[src/rtl/game_pkg.sv]
// Shared types and constants for the paddle-game match sequencer.
package game_pkg;

    typedef enum logic [2:0] {
        IDLE  = 3'd0,
        SERVE = 3'd1,
        PLAY  = 3'd2,
        POINT = 3'd3,
        OVER  = 3'd4
    } state_e;

    localparam logic [1:0] WINNER_NONE  = 2'b00;
    localparam logic [1:0] WINNER_LEFT  = 2'b01;
    localparam logic [1:0] WINNER_RIGHT = 2'b10;

    localparam int WIN_SCORE_DEF = 9;

    // Saturating BCD-digit increment: a score never passes the winning value.
    function automatic logic [3:0] sat_inc(input logic [3:0] val, input logic [3:0] lim);
        return (val >= lim) ? lim : val + 4'd1;
    endfunction

endpackage

[src/rtl/frame_timer.sv]
// Frame countdown: load N-1 on state entry, done fires on the tick that finds zero,
// so exactly N ticks are spent in the timed state.
module frame_timer #(
    parameter int CNT_W = 8
) (
    input  logic             clk,
    input  logic             rst,
    input  logic             load,
    input  logic [CNT_W-1:0] load_val,
    input  logic             tick,
    output logic             done
);

    logic [CNT_W-1:0] cnt_r;

    // Countdown register; load has priority over a coincident tick.
    always_ff @(posedge clk) begin
        if (rst) begin
            cnt_r <= '0;
        end else if (load) begin
            cnt_r <= load_val;
        end else if (tick && (cnt_r != '0)) begin
            cnt_r <= cnt_r - CNT_W'(1);
        end else begin
            cnt_r <= cnt_r;
        end
    end

    assign done = tick & (cnt_r == '0);

endmodule

[src/rtl/game_seq_ctrl.sv]
// Match sequencer for the two-player paddle game: serve/play/freeze sequencing,
// score keeping and winner reporting, all on a frame_tick time base.
module game_seq_ctrl
    import game_pkg::*;
#(
    parameter int WIN_SCORE    = WIN_SCORE_DEF,
    parameter int SERVE_FRAMES = 60,
    parameter int HOLD_FRAMES  = 90,
    parameter int CNT_W        = 8
) (
    input  logic       clk,
    input  logic       game_rst,
    input  logic       frame_tick,
    input  logic       L_swt,
    input  logic       R_swt,
    input  logic       miss_l,
    input  logic       miss_r,
    output logic       play_en,
    output logic       ball_reset,
    output logic       serve_dir,
    output logic [3:0] score_l,
    output logic [3:0] score_r,
    output logic [1:0] winner,
    output logic [2:0] state_o
);

    localparam logic [3:0]       WIN_VAL  = 4'(WIN_SCORE);
    localparam logic [CNT_W-1:0] SERVE_LD = CNT_W'(SERVE_FRAMES - 1);
    localparam logic [CNT_W-1:0] HOLD_LD  = CNT_W'(HOLD_FRAMES - 1);

    state_e           state_r, state_nxt_s;
    logic [3:0]       score_l_r, score_l_nxt_s;
    logic [3:0]       score_r_r, score_r_nxt_s;
    logic [1:0]       winner_r, winner_nxt_s;
    logic             serve_dir_r, serve_dir_nxt_s;
    logic             play_en_r, ball_reset_r;
    logic             start_q_r;
    logic             start_pulse_s;
    logic             tick_s, done_s, load_s;
    logic [CNT_W-1:0] load_val_s;

    assign start_pulse_s = L_swt & R_swt & ~start_q_r;
    assign tick_s        = frame_tick & ((state_r == SERVE) || (state_r == POINT));

    frame_timer #(.CNT_W(CNT_W)) u_timer (
        .clk      (clk),
        .rst      (game_rst),
        .load     (load_s),
        .load_val (load_val_s),
        .tick     (tick_s),
        .done     (done_s)
    );

    // Next-state, score and winner decisions.
    always_comb begin
        state_nxt_s     = state_r;
        score_l_nxt_s   = score_l_r;
        score_r_nxt_s   = score_r_r;
        winner_nxt_s    = winner_r;
        serve_dir_nxt_s = serve_dir_r;
        load_s          = 1'b0;
        load_val_s      = '0;
        case (state_r)
            IDLE, OVER: begin
                if (start_pulse_s) begin
                    state_nxt_s     = SERVE;
                    score_l_nxt_s   = 4'd0;
                    score_r_nxt_s   = 4'd0;
                    winner_nxt_s    = WINNER_NONE;
                    serve_dir_nxt_s = 1'b0;
                    load_s          = 1'b1;
                    load_val_s      = SERVE_LD;
                end else begin
                    state_nxt_s = state_r;
                end
            end
            SERVE: begin
                if (done_s) begin
                    state_nxt_s = PLAY;
                end else begin
                    state_nxt_s = SERVE;
                end
            end
            PLAY: begin
                // A double miss is a replay; a miss always beats a same-cycle tick.
                if (miss_l && miss_r) begin
                    state_nxt_s = SERVE;
                    load_s      = 1'b1;
                    load_val_s  = SERVE_LD;
                end else if (miss_l) begin
                    score_r_nxt_s   = sat_inc(score_r_r, WIN_VAL);
                    serve_dir_nxt_s = 1'b0;
                    state_nxt_s     = POINT;
                    load_s          = 1'b1;
                    load_val_s      = HOLD_LD;
                end else if (miss_r) begin
                    score_l_nxt_s   = sat_inc(score_l_r, WIN_VAL);
                    serve_dir_nxt_s = 1'b1;
                    state_nxt_s     = POINT;
                    load_s          = 1'b1;
                    load_val_s      = HOLD_LD;
                end else begin
                    state_nxt_s = PLAY;
                end
            end
            POINT: begin
                if (done_s) begin
                    if ((score_l_r == WIN_VAL) || (score_r_r == WIN_VAL)) begin
                        state_nxt_s  = OVER;
                        winner_nxt_s = (score_l_r == WIN_VAL) ? WINNER_LEFT : WINNER_RIGHT;
                    end else begin
                        state_nxt_s = SERVE;
                        load_s      = 1'b1;
                        load_val_s  = SERVE_LD;
                    end
                end else begin
                    state_nxt_s = POINT;
                end
            end
            default: begin
                state_nxt_s = IDLE;
            end
        endcase
    end

    // State, score and registered Moore outputs.
    always_ff @(posedge clk) begin
        if (game_rst) begin
            state_r      <= IDLE;
            score_l_r    <= 4'd0;
            score_r_r    <= 4'd0;
            winner_r     <= WINNER_NONE;
            serve_dir_r  <= 1'b0;
            start_q_r    <= 1'b1;
            play_en_r    <= 1'b0;
            ball_reset_r <= 1'b1;
        end else begin
            state_r      <= state_nxt_s;
            score_l_r    <= score_l_nxt_s;
            score_r_r    <= score_r_nxt_s;
            winner_r     <= winner_nxt_s;
            serve_dir_r  <= serve_dir_nxt_s;
            start_q_r    <= L_swt & R_swt;
            play_en_r    <= (state_nxt_s == PLAY);
            ball_reset_r <= (state_nxt_s != PLAY);
        end
    end

    assign play_en    = play_en_r;
    assign ball_reset = ball_reset_r;
    assign serve_dir  = serve_dir_r;
    assign score_l    = score_l_r;
    assign score_r    = score_r_r;
    assign winner     = winner_r;
    assign state_o    = state_r;

endmodule

[config.mk]
export PLATFORM = sky130hd
export DESIGN_NAME = game_seq_ctrl
export DESIGN_NICKNAME = d
export VERILOG_FILES = /design/src/rtl/game_pkg.sv /design/src/rtl/frame_timer.sv /design/src/rtl/game_seq_ctrl.sv
export SDC_FILE = /design/constraint.sdc
export NUM_CORES = 1
export LEC_CHECK = 0
export CAP_MARGIN = 20
export CORE_MARGIN = 2
export CORE_UTILIZATION = 45
export CTS_CLUSTER_DIAMETER = 60
export DETAILED_ROUTE_END_ITERATION = 10
export DONT_BUFFER_PORTS = 1
export PLACE_DENSITY_LB_ADDON = 0.12
export SETUP_SLACK_MARGIN = 0.15
export SLEW_MARGIN = 20
export SYNTH_ARGS = -nofsm -noshare
export SYNTH_HDL_FRONTEND = slang
export SYNTH_SLANG_ARGS = --single-unit
[constraint.sdc]
create_clock -name clk -period 2.1 [get_ports clk]
set_clock_uncertainty 0.15 [all_clocks]
set_input_delay 0.21 -clock clk [delete_from_list [all_inputs] [get_ports clk]]
set_output_delay 0.21 -clock clk [all_outputs]
set_load 0.005 [all_outputs]
==> key figures, run 1 <==
Final layout
  • Area grow syn2layout: 12.5%
  • Fin area: 0.00163 mm^2
  • Diode count: 0
  • Nets@finish: 195
  • Fraction of layout cells with a size suffix above 1: 17.5%

Route
  • Total number of vias: 1214
  • Post-route DRC: 0
  • Drt wl/cell: 14.5 um
  • DRT iter0 DRCs: 66
  • Post-route ant nets: 0
  • 1st-pass router iterations: 6
  • Routed Wire Length: between 3000 and 4000 um
  • Vias per std cell: 5.49

Timing
  • Tmin final: 1.90 ns
  • Fin crit share: 90.4%
  • Worst setup margin: 0.201 ns
  • Relative slew slack: 40.8%
  • Worst-Margin Slew: 0.885 ns
  • Unrepaired setup endpoints after global routing: yes
  • Fin. max-slew vios: 0
  • Max Fclk: 0.527 GHz
  • Final setup viols: 0
  • Hold Slack: 0.0158 ns
  • Final TNS setup: 0 ns
  • Final hold violation count: 0

Clock tree
  • Clk root buf: clkbuf_4
  • Max clock buf depth: 2
  • Clk slew on worst S/H paths: between 0.1 and 0.15 ns
  • Clock Latency Late Sink: 0.33 ns
  • CTS Buf Count: 3
  • Num Clock Sinks: 25
  • CTS tree: done
  • Htree depth: 1

Setup path
  • Crit path DAT: roughly 2 ns
  • WP data required: 2.20 ns
  • Worst setup SP type: flop
  • CP Class: flop to flop
  • CP Capture Type: flop
  • Worst Path Max Fanout: 5

Yosys
  • Cell count after synthesis: 166
  • Post-synthesis cell area: 0.00145 mm^2
  • Async set or reset register ratio after synthesis: 0%
  • Synth top area cells: dfxtp_1 34%, ha_1 8.6%, a21oi_1 5.2%
  • YS warnings: 0
  • Synth Register Bits: 25
  • Seq/Total Area, Yosys: 34.5%
  • Number of synthesized flops with an enable pin: 0
  • Top cell type's share of synthesized area: 34.5%
  • Top FF cell, synth: dfxtp_1
  • Post-Syn Nets: 183
  • Syn Area/Cell: 8.74 um^2
  • Top cell type by total area after synthesis: dfxtp_1
  • Distinct cells, synth: 47

Power
  • Power share of the clock group: 25.4%
  • Switching pwr: 0.255 mW
  • P_leak: 0.593 nW
  • P_int: 0.636 mW
  • Max VDD drop: roughly 0.25 mV
  • PD cells: between 500 and 600 mW/mm^2
  • Sw frac: 28.6%
  • Comb power frac: between 10% and 20%
  • Sequential fraction of design power: between 50% and 60%
  • Pwr Total: 0.891 mW

Global route
  • First-pass GRT wire length: 5520 um
  • Vias in the first global route: 1226
  • Grt met1 use: 25.5%
  • Initial antenna violation count: 0
  • Total grt overflow: 0
  • Largest net degree at the start of global routing: 25
  • GR Util met2: between 30% and 40%
  • Met3 Track Usage GR: approximately 3%
  • Total GRT Usage: 20.1%
  • Most used routing layer: met2

Floorplanning
  • Core area: 0.00305 mm^2
  • Vert. Die Dim: ~60 um
  • Initial Util: 47.5%
  • Die Wd: 60.8 um
  • Ports: 23
  • Full die area: around 0.0037 mm^2
  • Number of placement rows: 20

Min path
  • Worst Hold Class: input pin to flop

Placement
  • Final GP Congestion: 0.818
  • Setup WS pre-CTS: 0.199 ns
  • I/O Buffers: 0
  • Post-DP Area: around 0.0015 mm^2
  • Post-DP HPWL: 2370 um

Run status
  • Status: finished, final reports clean

Job
  • Max_cap viols: 0
[registers in the layout, indices dropped and copies added, names as in the netlist]
name	count
ball_reset	1
winner	2
serve_dir	1
start_q_r	1
u_timer.cnt_r	8
play_en	1
state_o	3
score_r	4
score_l	4
[final cells by class]
class | instances | area [um^2]
multi-input combinational | 127 | 915
sequential | 25 | 505
clock inverter | 1 | 5.00
clock buffer | 3 | 22.5
inverter | 10 | 37.5
fill | 301 | 1420
timing repair buffer | 11 | 92.6
tap | 44 | 55.1
[through the flow]
step	instances	utilization, %
floorplan	166	-
global placement	212	50.2
detailed placement	212	50.2
CTS	220	52.5
global route	221	53.5
finish	221	53.5
[worst max-delay path, stage by stage, from the launching register on]
cell	delay, ns
dfxtp_2	0.36
or3_4	0.41
nor4_4	0.31
nand3_1	0.18
and2_4	0.22
a221oi_2	0.19
[synthesized netlist by cell type, drive strengths merged, types with 2 or more instances]
cell type / number
xor2: 2
buf: 2
nand2b: 5
clkbuf: 2
and2: 3
or3: 3
o211ai: 2
nand3b: 5
inv: 10
a31o: 3
a41oi: 2
nor3: 6
or2: 2
nand3: 7
ha: 10
a21oi: 16
nor2b: 2
nor3b: 3
nor2: 18
nor4: 2
a31oi: 3
mux2i: 3
nand2: 9
dfxtp: 25
xnor2: 3
a21boi: 2
[final timing paths]
kind	start	endpoint	slack [ns]	depth (start not counted)
max	u_timer.cnt_r[4]$_SDFFE_PP0P_	u_timer.cnt_r[5]$_SDFFE_PP0P_	0.20	5
min	frame_tick	u_timer.cnt_r[2]$_SDFFE_PP0P_	0.02	3
max reg2reg	u_timer.cnt_r[4]$_SDFFE_PP0P_	u_timer.cnt_r[5]$_SDFFE_PP0P_	0.20	5
min reg2reg	score_r[2]$_SDFFE_PP0P_	score_r[2]$_SDFFE_PP0P_	0.40	2
[what timing repair did]
| item | CTS | global route |
|---|---|---|
| buffers inserted | 0 | 1 |
| setup endpoints to repair | 0 | 8 |
| hold endpoints to repair | 25 | 0 |
| gates resized for setup | 0 | 8 |
| hold buffers | 4 | 0 |
[power by group through the flow]
stage	registers, mW	clock network (mW)	logic, mW
finish	0.507	0.226	0.158
global route	0.510	0.252	0.177
CTS	0.505	0.230	0.152
detailed placement	0.516	0	0.139
global placement	0.515	0	0.137
floorplan	0.509	0	0.118
[placed cells by master (no fill, tap or decap), types with 4 or more instances in the layout]
cell           count
dfxtp_1           21
nor2_1            18
a21oi_1           15
inv_1              9
nand2_1            9
ha_1               9
nand3_1            7
buf_4              7
nor3_1             6
nand3b_1           5
nand2b_1           5
dlygate4sd3_1      4
dfxtp_2            4
[metal layers]
layer | vias up | part of all wire, % | wire (um)
met5 | - | 0 | 0
met4 | 0 | 1.9 | 62
met3 | 5 | 2.8 | 90
met2 | 17 | 48 | 1520
met1 | 572 | 48 | 1520
li1 | 620 | - | -
[logic make-up after synthesis]
| kind of cell | count (synthesis) | share of synthesized area [%] |
|---|---|---|
| muxes | 4 | 2.84 |
| adders and majority gates | 10 | 8.62 |
| and+or+nand+nor | 73 | 29.8 |
| xor gates and xnor gates | 5 | 3.02 |
| AOI/OAI and AO/OA | 35 | 17.4 |
| buffers and inverters | 14 | 3.79 |
| DFF | 25 | 34.5 |
Note: power is estimated with default switching activity, not from simulation.
==> run 2: changes to the inputs <==
CORE_MARGIN = 5   (was 2)
==> run 2 against run 1 <==
Flip-flop and latch count is the same; clock-buffer cell count grew 1; sequential power is essentially flat; critical path depth is the same; clock power shrank 6%; hold slack gained 0.0075 ns; cell area grew 0.15%; combinational power grew 3%; sequential share of layout area shrank 0.12 points; largest cell class unchanged; largest power group unchanged.
==> key figures, run 2 (synthesis results as in run 1) <==
Global route
  • First-pass GRT wire length: 5580 um (was 5520 um)
  • Total grt overflow: 0 (unchanged)
  • Initial antenna violation count: 0 (unchanged)
  • Vias in the first global route: 1229 (was 1226)
  • Largest net degree at the start of global routing: 25 (unchanged)
  • Total GRT Usage: 16.2% (was 20.1%)

Timing
  • Tmin final: 1.90 ns (about the same)
  • Worst-Margin Slew: 0.931 ns (was 0.885 ns)
  • Fin. max-slew vios: 0 (unchanged)
  • Final TNS setup: 0 ns (unchanged)
  • Final hold violation count: 0 (unchanged)
  • Fin crit share: 90.7% (was 90.4%)
  • Final setup viols: 0 (unchanged)
  • Relative slew slack: 37.7% (was 40.8%)
  • Max Fclk: 0.525 GHz (was 0.527 GHz)
  • Unrepaired setup endpoints after global routing: yes (unchanged)
  • Hold Slack: 0.0232 ns (was 0.0158 ns)

Setup path
  • Crit path DAT: 1.98 ns (was 2.00 ns)
  • WP data required: 2.17 ns (was 2.20 ns)
  • CP Capture Type: flop (unchanged)
  • Worst setup SP type: flop (unchanged)
  • Worst Path Max Fanout: 5 (unchanged)
  • CP Class: flop to flop (unchanged)

Final layout
  • Most flop-heavy register: u_timer.cnt_r (unchanged)
  • Most frequent cells in the layout: 22 x dfxtp_1, 18 x nor2_1, 15 x a21oi_1 (was 21 x dfxtp_1, 18 x nor2_1, 15 x a21oi_1)
  • Nets@finish: 194 (was 195)
  • Fraction of layout cells with a size suffix above 1: 17.0% (was 17.5%)
  • Area grow syn2layout: 12.7% (was 12.5%)
  • Commonest non-fill, non-tap cell in the layout: dfxtp_1 (unchanged)
  • Number of flip-flops in the largest register: 8 (unchanged)
  • Diode count: 0 (unchanged)

Power
  • PD cells: 539 mW/mm^2 (was 546 mW/mm^2)
  • P_leak: 0.587 nW (was 0.593 nW)
  • Max VDD drop: 0.256 mV (was 0.254 mV)

Route
  • 1st-pass router iterations: 4 (was 6)
  • DRT iter0 DRCs: 72 (was 66)
  • Drt wl/cell: 15.1 um (was 14.5 um)
  • Total number of vias: 1231 (was 1214)
  • Post-route ant nets: 0 (unchanged)
  • Post-route DRC: 0 (unchanged)
  • Routed Wire Length: 3320 um (was 3200 um)
  • Vias per std cell: 5.60 (was 5.49)

Floorplanning
  • Full die area: 0.00446 mm^2 (was 0.00370 mm^2)
  • Number of placement rows: 20 (unchanged)
  • Vert. Die Dim: 66.8 um (was 60.8 um)
  • Core area: 0.00308 mm^2 (was 0.00305 mm^2)
  • Initial Util: 47.2% (was 47.5%)
  • Ports: 23 (unchanged)
  • Die Wd: 66.8 um (was 60.8 um)

Placement
  • I/O Buffers: 0 (unchanged)
  • Post-DP HPWL: 2490 um (was 2370 um)
  • Final GP Congestion: 0.826 (was 0.818)

Clock tree
  • Htree depth: 1 (unchanged)
  • Num Clock Sinks: 25 (unchanged)
  • Clock Latency Late Sink: 0.31 ns (was 0.33 ns)
  • Clk slew on worst S/H paths: 0.13 ns (was 0.14 ns)
  • CTS Buf Count: 3 (unchanged)
  • CTS tree: done (unchanged)
  • Post-CTS Setup Inserts: 0 (unchanged)
  • Clk root buf: clkbuf_4 (unchanged)
  • Max clock buf depth: 2 (unchanged)

Run status
  • Status: finished, final reports clean (unchanged)

Job
  • Max_cap viols: 0 (unchanged)

Min path
  • Worst Hold Class: input pin to flop (unchanged)
[run 2: changes by cell type in the layout (fill, tap and decap cells not counted)]
cell,before,now
clkbuf_1,0,1
buf_4,7,6
xor2_1,2,1
nand3_1,7,6
xor2_2,0,1
dfxtp_2,4,3
clkinv_2,1,0
nand3_2,0,1
dfxtp_1,21,22
[run 2: cell type report]
class                      instances  area [um^2]
tap                               44         55.1
clock buffer                       4         26.3
inverter                          10         37.5
fill                             307         1440
timing repair buffer              10         85.1
multi-input combinational        127          927
sequential                        25          504
[run 2: critical path, cell delays in order, from the launching register on]
cell and delay, ns:
dfxtp_2 0.36, or3_4 0.41, nor4_4 0.34, nand3_2 0.13
and2_4 0.20, a221oi_2 0.22
[run 2: final timing paths]
path	startpoint	end	slack (ns)	cells past startpoint
max	u_timer.cnt_r[4]$_SDFFE_PP0P_	u_timer.cnt_r[5]$_SDFFE_PP0P_	0.20	5
min	frame_tick	u_timer.cnt_r[2]$_SDFFE_PP0P_	0.02	3
min reg2reg	serve_dir$_SDFFE_PP0P_	serve_dir$_SDFFE_PP0P_	0.40	2
max reg2reg	u_timer.cnt_r[4]$_SDFFE_PP0P_	u_timer.cnt_r[5]$_SDFFE_PP0P_	0.20	5
[run 2: metal layers]
metal | routed length (um) | global-route usage [%] | vias up
li1 | - | - | 613
met1 | 1500 | 19.1 | 595
met2 | 1630 | 27.7 | 21
met3 | 169 | 4.55 | 2
met4 | 21 | 5.58 | 0
met5 | 0 | 0 | -
[run 2: power by group]
| group | total, mW | internal [mW] | switching, mW |
|---|---|---|---|
| Combinational | 0.162 | 0.0748 | 0.0873 |
| Clock | 0.212 | 0.0742 | 0.137 |
| Sequential | 0.507 | 0.490 | 0.0176 |
[run 2: per-stage QoR]
step	power (mW)	util [%]	instance area (um^2)	cells	setup WS, ns
after global routing	0.938	53.1	1640	220	0.128
after global placement	0.652	49.8	1530	212	0.260
after floorplan	0.627	-	1450	166	0.317
after CTS	0.889	52.3	1610	220	0.172
final	0.881	53.1	1640	220	0.196
after detailed placement	0.654	49.8	1530	212	0.166
[run 2: repair_timing]
item,4_1_cts,5_1_grt
hold endpoints to repair,25,0
gates resized for setup,1,8
setup endpoints to repair,1,14
hold buffers,4,0
pin swaps,0,1
==> run 3: changes to the inputs <==
CORE_UTILIZATION = 59   (was 45)
==> run 3 against run 2 <==
Largest power group unchanged; clock-buffer cell count is the same; critical path type unchanged; clock power is 2% higher; register-to-register slack about the same; critical path depth unchanged; highest routed layer unchanged; total power is 1.5% higher; critical endpoint unchanged; largest cell class unchanged; combinational power rose by 4%.
==> key figures, run 3 (synthesis results as in run 1) <==
Setup path
  • Worst Path Max Fanout: 5 (unchanged)
  • CP Class: flop to flop (unchanged)
  • WP data required: 2.18 ns (was 2.17 ns)
  • Crit path DAT: 1.98 ns (about the same)
  • CP Capture Type: flop (unchanged)
  • Worst setup SP type: flop (unchanged)

Final layout
  • Area grow syn2layout: 12.3% (was 12.7%)
  • Nets@finish: 194 (unchanged)
  • Most frequent cells in the layout: 22 x dfxtp_1, 18 x nor2_1, 15 x a21oi_1 (unchanged)
  • Diode count: 0 (unchanged)
  • Commonest non-fill, non-tap cell in the layout: dfxtp_1 (unchanged)
  • Final non-filler cell total: 206 (was 220)
  • Number of flip-flops in the largest register: 8 (unchanged)
  • Most flop-heavy register: u_timer.cnt_r (unchanged)
  • Fraction of layout cells with a size suffix above 1: 17.0% (unchanged)

Floorplanning
  • Initial Util: 60.2% (was 47.2%)
  • Die Wd: 59.6 um (was 66.8 um)
  • Ports: 23 (unchanged)
  • Core area: 0.00241 mm^2 (was 0.00308 mm^2)
  • Vert. Die Dim: 59.6 um (was 66.8 um)
  • Number of placement rows: 18 (was 20)
  • Full die area: 0.00355 mm^2 (was 0.00446 mm^2)

Timing
  • Worst-Margin Slew: 0.937 ns (was 0.931 ns)
  • Unrepaired setup endpoints after global routing: yes (unchanged)
  • Tmin final: 1.90 ns (about the same)
  • Final setup viols: 0 (unchanged)
  • Relative slew slack: 37.3% (was 37.7%)
  • Final hold violation count: 0 (unchanged)
  • Hold Slack: 0.0184 ns (was 0.0232 ns)
  • Max Fclk: 0.525 GHz (about the same)
  • Fin crit share: 90.6% (was 90.7%)
  • Fin. max-slew vios: 0 (unchanged)
  • Final TNS setup: 0 ns (unchanged)
  • Worst setup margin: 0.197 ns (was 0.196 ns)

Global route
  • Total grt overflow: 0 (unchanged)
  • Largest net degree at the start of global routing: 25 (unchanged)
  • Initial antenna violation count: 0 (unchanged)
  • Total GRT Usage: 20.3% (was 16.2%)
  • First-pass GRT wire length: 5440 um (was 5580 um)
  • Vias in the first global route: 1212 (was 1229)

Route
  • Routed Wire Length: 3380 um (was 3320 um)
  • Post-route DRC: 0 (unchanged)
  • 1st-pass router iterations: 4 (unchanged)
  • Total number of vias: 1245 (was 1231)
  • DRT iter0 DRCs: 82 (was 72)
  • Vias per std cell: 6.04 (was 5.60)
  • Post-route ant nets: 0 (unchanged)
  • Drt wl/cell: 16.4 um (was 15.1 um)

Clock tree
  • Clk root buf: clkbuf_4 (unchanged)
  • CTS Buf Count: 3 (unchanged)
  • CTS tree: done (unchanged)
  • Max clock buf depth: 2 (unchanged)
  • Clk slew on worst S/H paths: 0.13 ns (about the same)
  • Htree depth: 1 (unchanged)
  • Num Clock Sinks: 25 (unchanged)
  • Post-CTS Setup Inserts: 0 (unchanged)
  • Clock Latency Late Sink: 0.32 ns (was 0.31 ns)

Placement
  • Placed Instances: 198 (was 212)
  • I/O Buffers: 0 (unchanged)
  • Post-DP HPWL: 2460 um (was 2490 um)
  • Setup WS pre-CTS: 0.132 ns (was 0.166 ns)
  • Final GP Congestion: 0.789 (was 0.826)

Power
  • PD cells: 548 mW/mm^2 (was 539 mW/mm^2)
  • Max VDD drop: 0.499 mV (was 0.256 mV)
  • P_leak: 0.587 nW (about the same)

Job
  • Max_cap viols: 0 (unchanged)

Min path
  • Worst Hold Class: input pin to flop (unchanged)

Run status
  • Status: finished, final reports clean (unchanged)
==> run 3: cell counts in the layout (fill, tap and decap cells not counted) <==
Identical to the previous run, type by type.
==> run 3: cell type report <==
cell class | count | area (um^2)
timing repair buffer | 10 | 85.1
inverter | 10 | 37.5
tap | 30 | 37.5
clock buffer | 4 | 26.3
sequential | 25 | 504
fill | 196 | 779
multi-input combinational | 127 | 940
==> run 3: report_power, final <==
part / leakage (nW) / total, mW / switching [mW] / internal [mW]
clock network: 0.0150 / 0.217 / 0.143 / 0.0744
registers: 0.204 / 0.508 / 0.0183 / 0.490
logic: 0.368 / 0.168 / 0.0920 / 0.0765
total: 0.587 / 0.894 / 0.253 / 0.641
==> run 3: per-stage QoR <==
step / power [mW] / utilization, % / area, um^2
2_1_floorplan: 0.627 / - / 1450
3_5_place_dp: 0.655 / 62.9 / 1520
4_1_cts: 0.888 / 66.3 / 1600
3_3_place_gp: 0.649 / 62.9 / 1520
5_1_grt: 0.938 / 67.7 / 1630
6_report: 0.894 / 67.7 / 1630
==> run 3: worst max-delay path: stages (launching register included) <==
cell      delay, ns
dfxtp_2        0.36
or3_4          0.41
nor4_4         0.32
nand3_2        0.14
and2_4         0.21
a221oi_4       0.23
==> run 3: per-layer routing <==
layer,GRT usage (%),vias to the layer above,wire length (um)
met4,10.1,0,129
met1,24.2,575,1450
met5,0,-,0
met2,34.8,38,1650
li1,-,619,-
met3,3.49,13,152
==> run 3: repair_timing <==
action / CTS / global route
resized for setup: 2 / 8
endpoints found under the setup margin: 1 / 5
hold buffers: 4 / 0
pin swaps: 0 / 3
endpoints found under the hold margin: 25 / 0
==> run 3: worst paths after layout <==
kind	from	endpoint	slack (ns)	cells past startpoint
setup / recovery	u_timer.cnt_r[4]$_SDFFE_PP0P_	u_timer.cnt_r[5]$_SDFFE_PP0P_	0.20	5
hold / removal	frame_tick	u_timer.cnt_r[2]$_SDFFE_PP0P_	0.02	3
setup reg to reg	u_timer.cnt_r[4]$_SDFFE_PP0P_	u_timer.cnt_r[5]$_SDFFE_PP0P_	0.20	5
hold reg to reg	serve_dir$_SDFFE_PP0P_	serve_dir$_SDFFE_PP0P_	0.40	2
